<file path="config.mk">
export PLATFORM = sky130hd
export DESIGN_NAME = prog_loader
export DESIGN_NICKNAME = d
export VERILOG_FILES = /design/src/rtl/common_pkg.sv /design/src/rtl/prog_loader.sv
export SDC_FILE = /design/constraint.sdc
export NUM_CORES = 1
export LEC_CHECK = 0
export CAP_MARGIN = 20
export CORE_ASPECT_RATIO = 1.2
export CORE_MARGIN = 2
export CORE_UTILIZATION = 45
export DETAILED_ROUTE_END_ITERATION = 8
export PLACE_DENSITY = 0.68
export SYNTH_ARGS = -nofsm -noshare
export SYNTH_HDL_FRONTEND = slang
export SYNTH_SLANG_ARGS = --single-unit
</file>
<file path="constraint.sdc">
create_clock -name clk -period 6.28 [get_ports clk]
set_input_delay 0.942 -clock clk [delete_from_list [all_inputs] [get_ports clk]]
set_output_delay 0.942 -clock clk [all_outputs]
set_load 0.05 [all_outputs]
</file>
<file path="src/rtl/common_pkg.sv">
// -----------------------------------------------------------------------------
// common
//   Shared definitions for the boot-time program loader.
//   - loader_state_t : frame-parser FSM states
//   - LOADER_MAGIC   : first byte of every load frame
// -----------------------------------------------------------------------------
package common;

  typedef enum logic [2:0] {
    WAIT_MAGIC = 3'd0,
    LEN        = 3'd1,
    DATA       = 3'd2,
    CSUM       = 3'd3,
    DONE       = 3'd4,
    ERROR      = 3'd5
  } loader_state_t;

  localparam logic [7:0] LOADER_MAGIC = 8'hA5;

endpackage : common

</file>
<file path="src/rtl/prog_loader.sv">
// -----------------------------------------------------------------------------
// prog_loader
//   Boot-time program loader. Parses a framed byte stream
//     A5 | len[7:0] len[15:8] len[23:16] len[31:24] | payload[len] | sum8
//   writes each payload byte to the CPU program memory at BASE_ADDR + index,
//   and holds the CPU in reset until a checksum-verified image is in place.
//
// Ports
//   clk, reset_n              : clock, asynchronous active-low reset
//   rx_valid, rx_data         : upstream byte stream (held while rx_ready=0)
//   rx_ready                  : loader accepts a byte this cycle
//   start                     : begin a new session (honoured in DONE/ERROR)
//   write_address/_data/_enable : byte-wide program-memory write port
//   cpu_reset_n               : CPU reset, released only after a good image
//   busy, done, error         : session status
// -----------------------------------------------------------------------------
module prog_loader
  import common::*;
#(
  parameter logic [31:0] BASE_ADDR = 32'h0000_0000,
  parameter int unsigned MAX_BYTES = 4096
) (
  input  logic        clk,
  input  logic        reset_n,
  input  logic        rx_valid,
  input  logic [7:0]  rx_data,
  output logic        rx_ready,
  input  logic        start,
  output logic [31:0] write_address,
  output logic [7:0]  write_data,
  output logic        write_enable,
  output logic        cpu_reset_n,
  output logic        busy,
  output logic        done,
  output logic        error
);

  loader_state_t state_q, state_d;
  logic [31:0]   index_q, index_d;
  logic [31:0]   len_q, len_d;
  logic [1:0]    len_cnt_q, len_cnt_d;
  logic [7:0]    sum_q, sum_d;
  logic [31:0]   waddr_q, waddr_d;
  logic [7:0]    wdata_q, wdata_d;
  logic          we_q, we_d;
  logic          cpu_rst_n_q, cpu_rst_n_d;
  logic          done_q, done_d;
  logic          err_q, err_d;

  logic          accept;
  logic [31:0]   len_asm;

  // Handshake and status decode straight from the state register.
  assign rx_ready = (state_q != DONE) && (state_q != ERROR);
  assign busy     = rx_ready;
  assign accept   = rx_valid && rx_ready;

  // Length arrives LSB first: shift each byte in at the top so that after
  // four bytes the first one has landed in bits [7:0].
  assign len_asm  = {rx_data, len_q[31:8]};

  always_comb begin
    // NOTE: every signal gets a default before the case so no path leaves
    // one unassigned; that is what keeps this block free of latches.
    state_d   = state_q;
    index_d   = index_q;
    len_d     = len_q;
    len_cnt_d = len_cnt_q;
    sum_d     = sum_q;
    waddr_d   = waddr_q;
    wdata_d   = wdata_q;
    we_d      = 1'b0;

    unique case (state_q)
      WAIT_MAGIC: begin
        // Anything other than the magic byte is dropped to resync the stream.
        if (accept && rx_data == LOADER_MAGIC) begin
          state_d   = LEN;
          len_cnt_d = 2'd0;
        end
      end

      LEN: begin
        if (accept) begin
          len_d     = len_asm;
          len_cnt_d = len_cnt_q + 2'd1;
          if (len_cnt_q == 2'd3) begin
            if (len_asm > 32'(MAX_BYTES)) state_d = ERROR;
            else if (len_asm == 32'd0)    state_d = CSUM;
            else                          state_d = DATA;
          end
        end
      end

      DATA: begin
        if (accept) begin
          we_d    = 1'b1;
          waddr_d = BASE_ADDR + index_q;
          wdata_d = rx_data;
          sum_d   = sum_q + rx_data;
          index_d = index_q + 32'd1;
          if (index_d == len_q) state_d = CSUM;
        end
      end

      CSUM: begin
        if (accept) state_d = (rx_data == sum_q) ? DONE : ERROR;
      end

      DONE, ERROR: begin
        if (start) begin
          state_d   = WAIT_MAGIC;
          index_d   = 32'd0;
          len_d     = 32'd0;
          len_cnt_d = 2'd0;
          sum_d     = 8'd0;
        end
      end

      default: state_d = WAIT_MAGIC;
    endcase

    // Status flags are registered copies of the next state, so they change
    // in the same cycle the state does. The CPU is only released in DONE;
    // the final payload write is already issued by then.
    done_d      = (state_d == DONE);
    err_d       = (state_d == ERROR);
    cpu_rst_n_d = (state_d == DONE);
  end

  always_ff @(posedge clk or negedge reset_n) begin
    if (!reset_n) begin
      state_q     <= WAIT_MAGIC;
      index_q     <= '0;
      len_q       <= '0;
      len_cnt_q   <= '0;
      sum_q       <= '0;
      waddr_q     <= '0;
      wdata_q     <= '0;
      we_q        <= 1'b0;
      cpu_rst_n_q <= 1'b0;
      done_q      <= 1'b0;
      err_q       <= 1'b0;
    end else begin
      // NOTE: state is updated with non-blocking assignments so every
      // register samples the pre-edge values, independent of statement order.
      state_q     <= state_d;
      index_q     <= index_d;
      len_q       <= len_d;
      len_cnt_q   <= len_cnt_d;
      sum_q       <= sum_d;
      waddr_q     <= waddr_d;
      wdata_q     <= wdata_d;
      we_q        <= we_d;
      cpu_rst_n_q <= cpu_rst_n_d;
      done_q      <= done_d;
      err_q       <= err_d;
    end
  end

  assign write_address = waddr_q;
  assign write_data    = wdata_q;
  assign write_enable  = we_q;
  assign cpu_reset_n   = cpu_rst_n_q;
  assign done          = done_q;
  assign error         = err_q;

endmodule : prog_loader
</file>
==> results of run 1 <==
-- final cells by class --
type,instances,area [sq um],area share [%]
Sequential cell,120,3000,39.2
Clock buffer,23,468,6.11
Tap cell,171,214,2.79
Clock inverter,9,170,2.22
Inverter,9,33.8,0.441
Timing Repair Buffer,62,606,7.91
Multi-Input combinational cell,512,3170,41.3
-- layer usage --
layer,vias to the layer above,track usage (%)
met5,-,0
met4,0,10.1
met3,28,3.99
met2,169,37.4
met1,2611,28.0
li1,2499,-
-- power by group through the flow --
stage	Clock, W	Combinational, W	Sequential [W]
floorplan	0	0.000164	0.000871
global placement	0	0.000218	0.000900
global route	0.00111	0.000247	0.000896
detailed placement	0	0.000224	0.000900
CTS	0.00107	0.000228	0.000888
finish	0.00106	0.000227	0.000891
-- worst register-to-register path: cells and delay by family (launching register included) --
kind,cells,cell delay [ns]
AND/OR/NAND/NOR,5,1.50
AO/OA/AOI/OAI,3,0.69
flip-flops,1,0.51
adder cells (fa/ha/maj),1,0.30
-- cell families (layout without fill, tap and decap cells) --
logic type / count (synthesis) / count (layout) / share of synthesized area (%)
multiplexers: 6 / 6 / 0.938
buffers and inverters: 60 / 103 / 4.04
adder cells (fa/ha/maj): 10 / 10 / 2.07
AO/OA/AOI/OAI: 158 / 158 / 17.0
flip-flops: 120 / 120 / 46.9
AND/OR/NAND/NOR: 284 / 284 / 21.7
XOR/XNOR: 54 / 54 / 7.38
-- worst max-delay path by stage --
stage,from,endpoint,slack [ns]
after floorplan,rx_data[1],sum_q[7],3.63
after global placement,rx_valid,state_q[0],2.65
after detailed placement,rx_valid,state_q[0],2.55
after CTS,rx_valid,state_q[0],2.95
after global routing,rx_valid,state_q[0],2.72
final,rx_valid,state_q[0],2.97
-- state kept, by name, summed over array words and instances, names as in the netlist --
register,count
write_address,32
done,1
error,1
state_q,3
write_enable,1
index_q,32
sum_q,8
write_data,8
len_cnt_q,2
len_q,32
-- Yosys cell counts, types with 7 or more instances --
cell type | count | area (sq um)
a21o_1 | 8 | 60.1
a21oi_1 | 22 | 110
a22o_1 | 37 | 324
a31oi_1 | 8 | 50.1
buf_4 | 7 | 52.6
clkbuf_1 | 34 | 128
dfrtp_1 | 120 | 3000
ha_1 | 9 | 113
inv_1 | 9 | 33.8
nand2_1 | 158 | 593
nand3_1 | 19 | 95.1
nand4_1 | 8 | 50.1
nor2_1 | 36 | 135
nor3_1 | 8 | 40.0
nor4_1 | 14 | 87.6
o21ai_0 | 47 | 235
o31ai_1 | 17 | 128
xnor2_1 | 36 | 315
xor2_1 | 18 | 158
-- metrics by stage --
step	hold WS (ns)	instances	setup WS, ns
2_1_floorplan	0.452	692	3.63
3_3_place_gp	0.461	874	2.65
5_1_grt	0.493	906	2.72
3_5_place_dp	0.463	874	2.55
6_report	0.469	906	2.97
4_1_cts	0.476	906	2.95
==> metrics.cfg, run 1 <==
[status]
status = complete, but fails checks
violations = design-rule violations

[route]
wl_met2_microns = 8220
wl_met1_microns = 6700
wl_per_cell_microns = 17.7
wl_met3_microns = 703
wl_microns = 16100
dr.first_iter.drc_count = 330
route.vias.total = 5307
drc = 3
maxUsedRoutingLayer = met4
via_per_inst = 5.86
firstDrtPassIters = 7
postRouteAntennaNets = 0

[critical_path]
r2r-end = state_q[0]
crit_type = in2reg
critPathRequiredTime_ns = 6.60
cp.depth = 11
cp.arrival_ns = 3.63
cp_max_fo = 14
worst_setup_path_start_kind = input port
setup.worst_path.end_class = flip-flop
cp_cell_sequence = clkdlybuf4s50_1 > nand2b_1 > or3b_4 > clkinv_1 > o311ai_0 > a211oi_1 > nand4_1 > nor4_1 > o2111a_1 > nand4_1 > o31ai_2
path_common_cell = nand4_1
cp_top_family = simple AND/OR/NAND/NOR gates
slowest_stage = clkdlybuf4s50_1
worst-path-buf-inv = 2
critical_path.max_stage_delay_ns = 0.53
reg2reg_depth = 9
rrSetupSlack_ns = 3.17
r2r_start = index_q[0]

[timing]
finalHoldViolations = 0
max_freq_ghz = 0.302
period_minus_slack_ns = 3.31
max_slew_margin_pct = 30.9
worst_slew_pin_slew_ns = 1.03
setup_tns_ns = 0
fin_skew_ns = 0.00620
fin_crit_sh_pct = 52.7
slew_violations = 0
setup_viol = 0
rsz0062_at_grt = false

[power_and_ir_drop]
swShare_pct = 24.1
p_per_area_mw_per_mm2 = 284
intPower_w = 0.00165
seq_power_share_pct = 40.9
power.total_w = 0.00218
clkPwrFrac_pct = 48.6
power_frac_comb_pct = 10.4
vdd_drop_max_mv = 0.167
cellLeakagePower_nw = 3.53
p_sw_w = 0.000525

[grt]
grt_max_degree = 93
antenna_found_initial = 0
grt_overflow_total = 0
grt_pass1_wl_microns = 27000
grt_pass1_vias = 5372
grt.total_usage_pct = 22.2

[floorplanning]
dieHeight_microns = 135
row_count = 47
core_area_sq_mm = 0.0139
initial_core_util_pct = 46.2
die_area_sq_mm = 0.0152
ios = 58
die_w_microns = 113

[cts]
cts_root_buf = clkbuf_16
cts_tree = yes
cts_setup_buffers = 0
clockBufferDepth = 2
cts_resized = 0
cts.sinks = 120
clkTransAtPathRegs_ns = 0.05
clock_latency_ns = 0.41
ctsHoldBuffers = 0
htree_levels = 4
numCtsBuffers = 17

[layout]
finish.utilization_pct = 55.2
layout-drive-gt1-share_pct = 7.35
layout_commonest_cell = nand2_1
final_area_sq_mm = 0.00766
syn2layout_area_growth_pct = 19.6
diodes = 0
finalNetCount = 744
final_cell_mix = nand2_1, dfrtp_1, clkdlybuf4s50_1
nFillCells = 1213

[logic_synthesis]
syn-num-nets = 714
synthFlopType = dfrtp_1
ys_seq_area_share_pct = 46.9
netlist_area_sq_mm = 0.00640
ys_warn_count = 0
synth_edf_count = 0
syn_inst = 692
postSynth.asyncResetShare_pct = 100
yosysUniqueCellTypes = 58
synth.avg_cell_area_sq_um = 9.26
ys_seq_elements = 120

[place]
place.gp.congestion = 0.912
dpl_cell_area_sq_mm = 0.00702
dp_hpwl_microns = 10700
portBuffers = 57

[job]
drv_cap = 0

[worst_hold_path]
min_from = write_address[13]
holdPathStages = 2
hp-class = reg2reg
min_to = write_address[13]

No activity file was read; power rests on OpenSTA's default activity.
==> inputs of run 2 (changes only) <==
clock period = 3.3 ns   (was 6.28 ns; I/O delays follow)
==> metrics.cfg, run 2 (same netlist as run 1, synthesis figures left out) <==
[timing]
fin_skew_ns = 0.00786
setup_tns_ns = 0
finalHoldViolations = 0
slew_violations = 0
max_freq_ghz = 0.340
rsz0062_at_grt = false
worst_slew_pin_slew_ns = 0.929
period_minus_slack_ns = 2.94
setup_viol = 0
setup_ws_ns = 0.363
max_slew_margin_pct = 38.1
fin_crit_sh_pct = 89.0

[critical_path]
critical_path.max_stage_delay_ns = 0.68
setup.worst_path.end_class = flip-flop
cp_max_fo = 12
reg2reg_depth = 8
worst_setup_path_start_kind = flip-flop
slowest_stage = or4_1
critPathRequiredTime_ns = 3.62
cp.arrival_ns = 3.25
r2r-end = state_q[0]
rrSetupSlack_ns = 0.36
crit_type = reg2reg
cp_cell_sequence = nand4_4 > or4_1 > nor2_1 > nand3_1 > nor3_1 > o2111a_1 > nand4_1 > o31ai_2
r2r_start = index_q[8]

[route]
via_per_inst = 5.79
postRouteAntennaNets = 0
firstDrtPassIters = 7
wl_per_cell_microns = 17.3
dr.first_iter.drc_count = 358
drc = 3
route.vias.total = 5285
wl_microns = 15800

[job]
drv_cap = 0

[layout]
diodes = 0
layout_commonest_cell = nand2_1
finalNetCount = 751
final_cell_mix = nand2_1, dfrtp_1, clkdlybuf4s50_1
layout-drive-gt1-share_pct = 8.63
syn2layout_area_growth_pct = 20.0
final_area_sq_mm = 0.00769

[floorplanning]
initial_core_util_pct = 46.2
core_area_sq_mm = 0.0139
dieHeight_microns = 135
die_area_sq_mm = 0.0152
row_count = 47
die_w_microns = 113
ios = 58

[status]
violations = design-rule violations
status = complete, but fails checks

[power_and_ir_drop]
cellLeakagePower_nw = 3.54
p_per_area_mw_per_mm2 = 523
vdd_drop_max_mv = 0.359

[grt]
grt_max_degree = 121
grt_overflow_total = 0
grt.total_usage_pct = 21.7
antenna_found_initial = 0
grt_pass1_vias = 5302
grt_pass1_wl_microns = 26400

[cts]
htree_levels = 4
cts_resized = 0
cts_root_buf = clkbuf_16
cts_tree = yes
cts.sinks = 120
ctsHoldBuffers = 0
clock_latency_ns = 0.42
clkTransAtPathRegs_ns = 0.05
cts_setup_buffers = 0
clockBufferDepth = 2
numCtsBuffers = 17

[place]
dp_hpwl_microns = 10500
dpl_cell_area_sq_mm = 0.00708
place.gp.congestion = 0.914
portBuffers = 57
dp_slack_ns = 0.271

[worst_hold_path]
hp-class = in2async

-- run 2: cell count changes in the layout (fill, tap and decap cells not counted), sizes merged --
cell and delta:
buf +7, bufinv -2, clkinv +2, clkinvlp +3
clkbuf -3
-- run 2: worst max-delay path by stage --
| stage | from | endpoint | slack (ns) | cells after the start |
|---|---|---|---|---|
| 6_report | index_q[8] | state_q[0] | 0.36 | 8 |
| 5_1_grt | index_q[8] | state_q[0] | 0.18 | 8 |
| 4_1_cts | index_q[8] | state_q[0] | 0.41 | 8 |
| 3_5_place_dp | rx_valid | state_q[0] | 0.27 | 11 |
| 3_3_place_gp | rx_valid | index_q[7] | 0.40 | 10 |
| 2_1_floorplan | index_q[0] | state_q[0] | 0.91 | 10 |
-- run 2: worst max-delay path, delay by kind of cell, from the launching register on --
family           cells  cell delay (ns)
AND/OR/NAND/NOR      6             1.80
flip-flops           1             0.60
AO/OA/AOI/OAI        2             0.44
-- run 2: routing by layer --
metal	track usage [%]	part of all wire [%]
met5	0	0
met4	8.13	2.7
met3	4.71	4.1
met2	37.0	50
met1	27.1	43
-- run 2: power by group --
part	switching [W]	internal, W	total (W)	leakage [nW]
logic	0.000215	0.000219	0.000434	1.59
registers	0.000141	0.00155	0.00169	1.66
clock network	0.000670	0.00122	0.00189	0.292
-- run 2: area by class of cell --
| cell class | count | area [sq um] |
|---|---|---|
| timing repair buffer | 69 | 671 |
| multi-input combinational | 512 | 3160 |
| sequential | 120 | 3000 |
| clock buffer | 20 | 457 |
| fill | 1261 | 6190 |
| tap | 171 | 214 |
| clock inverter | 12 | 150 |
| inverter | 9 | 33.8 |
-- run 2: metrics by stage --
stage	hold WS, ns	util, %	total power [W]	instances
final	0.170	55.4	0.00402	913
after global routing	0.230	55.4	0.00417	913
after CTS	0.203	55.4	0.00405	913
after detailed placement	0.463	51.0	0.00215	881
after global placement	0.462	51.0	0.00214	881
after floorplan	0.199	-	0.00197	692
==> inputs of run 3 (changes only) <==
PLACE_DENSITY = 0.69   (was 0.68)
==> metrics.cfg, run 3 (same netlist as run 1, synthesis figures left out) <==
[layout]
nFillCells = 1242
finalNetCount = 751
syn2layout_area_growth_pct = 19.1
final_cell_mix = nand2_1, dfrtp_1, clkdlybuf4s50_1
diodes = 0
layout-drive-gt1-share_pct = 8.38
layout_commonest_cell = nand2_1

[grt]
grt_max_degree = 93
grt_pass1_vias = 5257
grt_pass1_wl_microns = 26900
grt_overflow_total = 0
grt.total_usage_pct = 22.1
antenna_found_initial = 0

[floorplanning]
core_area_sq_mm = 0.0139
initial_core_util_pct = 46.2
ios = 58
die_w_microns = 113
dieHeight_microns = 135
die_area_sq_mm = 0.0152
row_count = 47

[critical_path]
crit_type = reg2reg
rrSetupSlack_ns = 0.41
worst_setup_path_start_kind = flip-flop
cp.arrival_ns = 3.21
cp_max_fo = 12
critPathRequiredTime_ns = 3.62
critical_path.max_stage_delay_ns = 0.68
cp_cell_sequence = nand4_4 > or4_1 > nor2_1 > nand3_1 > nor3_1 > o2111a_1 > nand4_1 > o31ai_2
slowest_stage = or4_1
setup.worst_path.end_class = flip-flop

[timing]
fin_crit_sh_pct = 87.5
fin_skew_ns = 0.00680
finalHoldViolations = 0
setup_viol = 0
worst_slew_pin_slew_ns = 1.02
period_minus_slack_ns = 2.89
whs_ns = 0.164
max_slew_margin_pct = 32.1
slew_violations = 0
rsz0062_at_grt = false
max_freq_ghz = 0.346
setup_tns_ns = 0

[power_and_ir_drop]
cellLeakagePower_nw = 3.52
p_per_area_mw_per_mm2 = 500
vdd_drop_max_mv = 0.307

[route]
dr.first_iter.drc_count = 363
route.vias.total = 5322
drc = 2
via_per_inst = 5.84
firstDrtPassIters = 7
wl_per_cell_microns = 17.6
postRouteAntennaNets = 0
wl_microns = 16000

[status]
violations = design-rule violations
status = complete, but fails checks

[cts]
numCtsBuffers = 17
cts.sinks = 120
cts_resized = 0
clock_latency_ns = 0.41
ctsHoldBuffers = 0
clockBufferDepth = 2
clkTransAtPathRegs_ns = 0.05
cts_tree = yes
cts_setup_buffers = 0
htree_levels = 4
cts_root_buf = clkbuf_16

[place]
dp_hpwl_microns = 10900
place.gp.congestion = 0.938
portBuffers = 57

[worst_hold_path]
hp-class = in2async

[job]
drv_cap = 0

## run 3: cell count changes in the layout (fill, tap and decap cells not counted), sizes merged
| cell | before | now |
|---|---|---|
| bufinv | 3 | 1 |
| clkinv | 7 | 8 |
| clkinvlp | 3 | 2 |
## run 3: critical path: cells and delay by family (launching register included)
family / cells / cell delay (ns)
compound gates: 2 / 0.42
flops: 1 / 0.62
simple gates: 6 / 1.75
## run 3: worst paths after layout
path | start | endpoint | cells after the start
setup / recovery | index_q[8] | state_q[0] | 8
hold / removal | reset_n | write_address[20] | 1
setup reg to reg | index_q[8] | state_q[0] | 8
hold reg to reg | write_address[13] | write_address[13] | 2
max in group asynchronous | reset_n | index_q[4] | 2
min in group clk | write_address[13] | write_address[13] | 2
## run 3: power by group
| part | switching, W | total (W) | internal (W) |
|---|---|---|---|
| clock network | 0.000635 | 0.00169 | 0.00105 |
| logic | 0.000212 | 0.000432 | 0.000220 |
| registers | 0.000143 | 0.00170 | 0.00155 |
## run 3: cell type report
cell class	count	area, sq um	share of cell area (%)
timing repair buffer	69	683	8.96
inverter	9	33.8	0.443
multi-input combinational	512	3160	41.4
tap	171	214	2.80
clock buffer	20	457	5.99
sequential	120	3000	39.4
clock inverter	10	80.1	1.05
## run 3: metal layers
| layer | vias to the layer above | share of wire (%) | track usage [%] |
|---|---|---|---|
| met3 | 31 | 4.5 | 4.31 |
| met4 | 0 | 2.9 | 9.89 |
| li1 | 2511 | - | - |
| met1 | 2614 | 42 | 28.2 |
| met2 | 166 | 51 | 36.7 |
| met5 | - | 0 | 0 |
## run 3: per-stage QoR
step / util, % / setup slack (ns) / instance area (sq um) / std cells / total power, W
5_1_grt: 55.0 / 0.259 / 7630 / 911 / 0.00397
6_report: 55.0 / 0.412 / 7630 / 911 / 0.00382
2_1_floorplan: - / 0.906 / 6400 / 692 / 0.00197
4_1_cts: 55.0 / 0.467 / 7630 / 911 / 0.00385
3_3_place_gp: 51.1 / 0.320 / 7090 / 881 / 0.00213
3_5_place_dp: 51.1 / 0.250 / 7090 / 881 / 0.00214
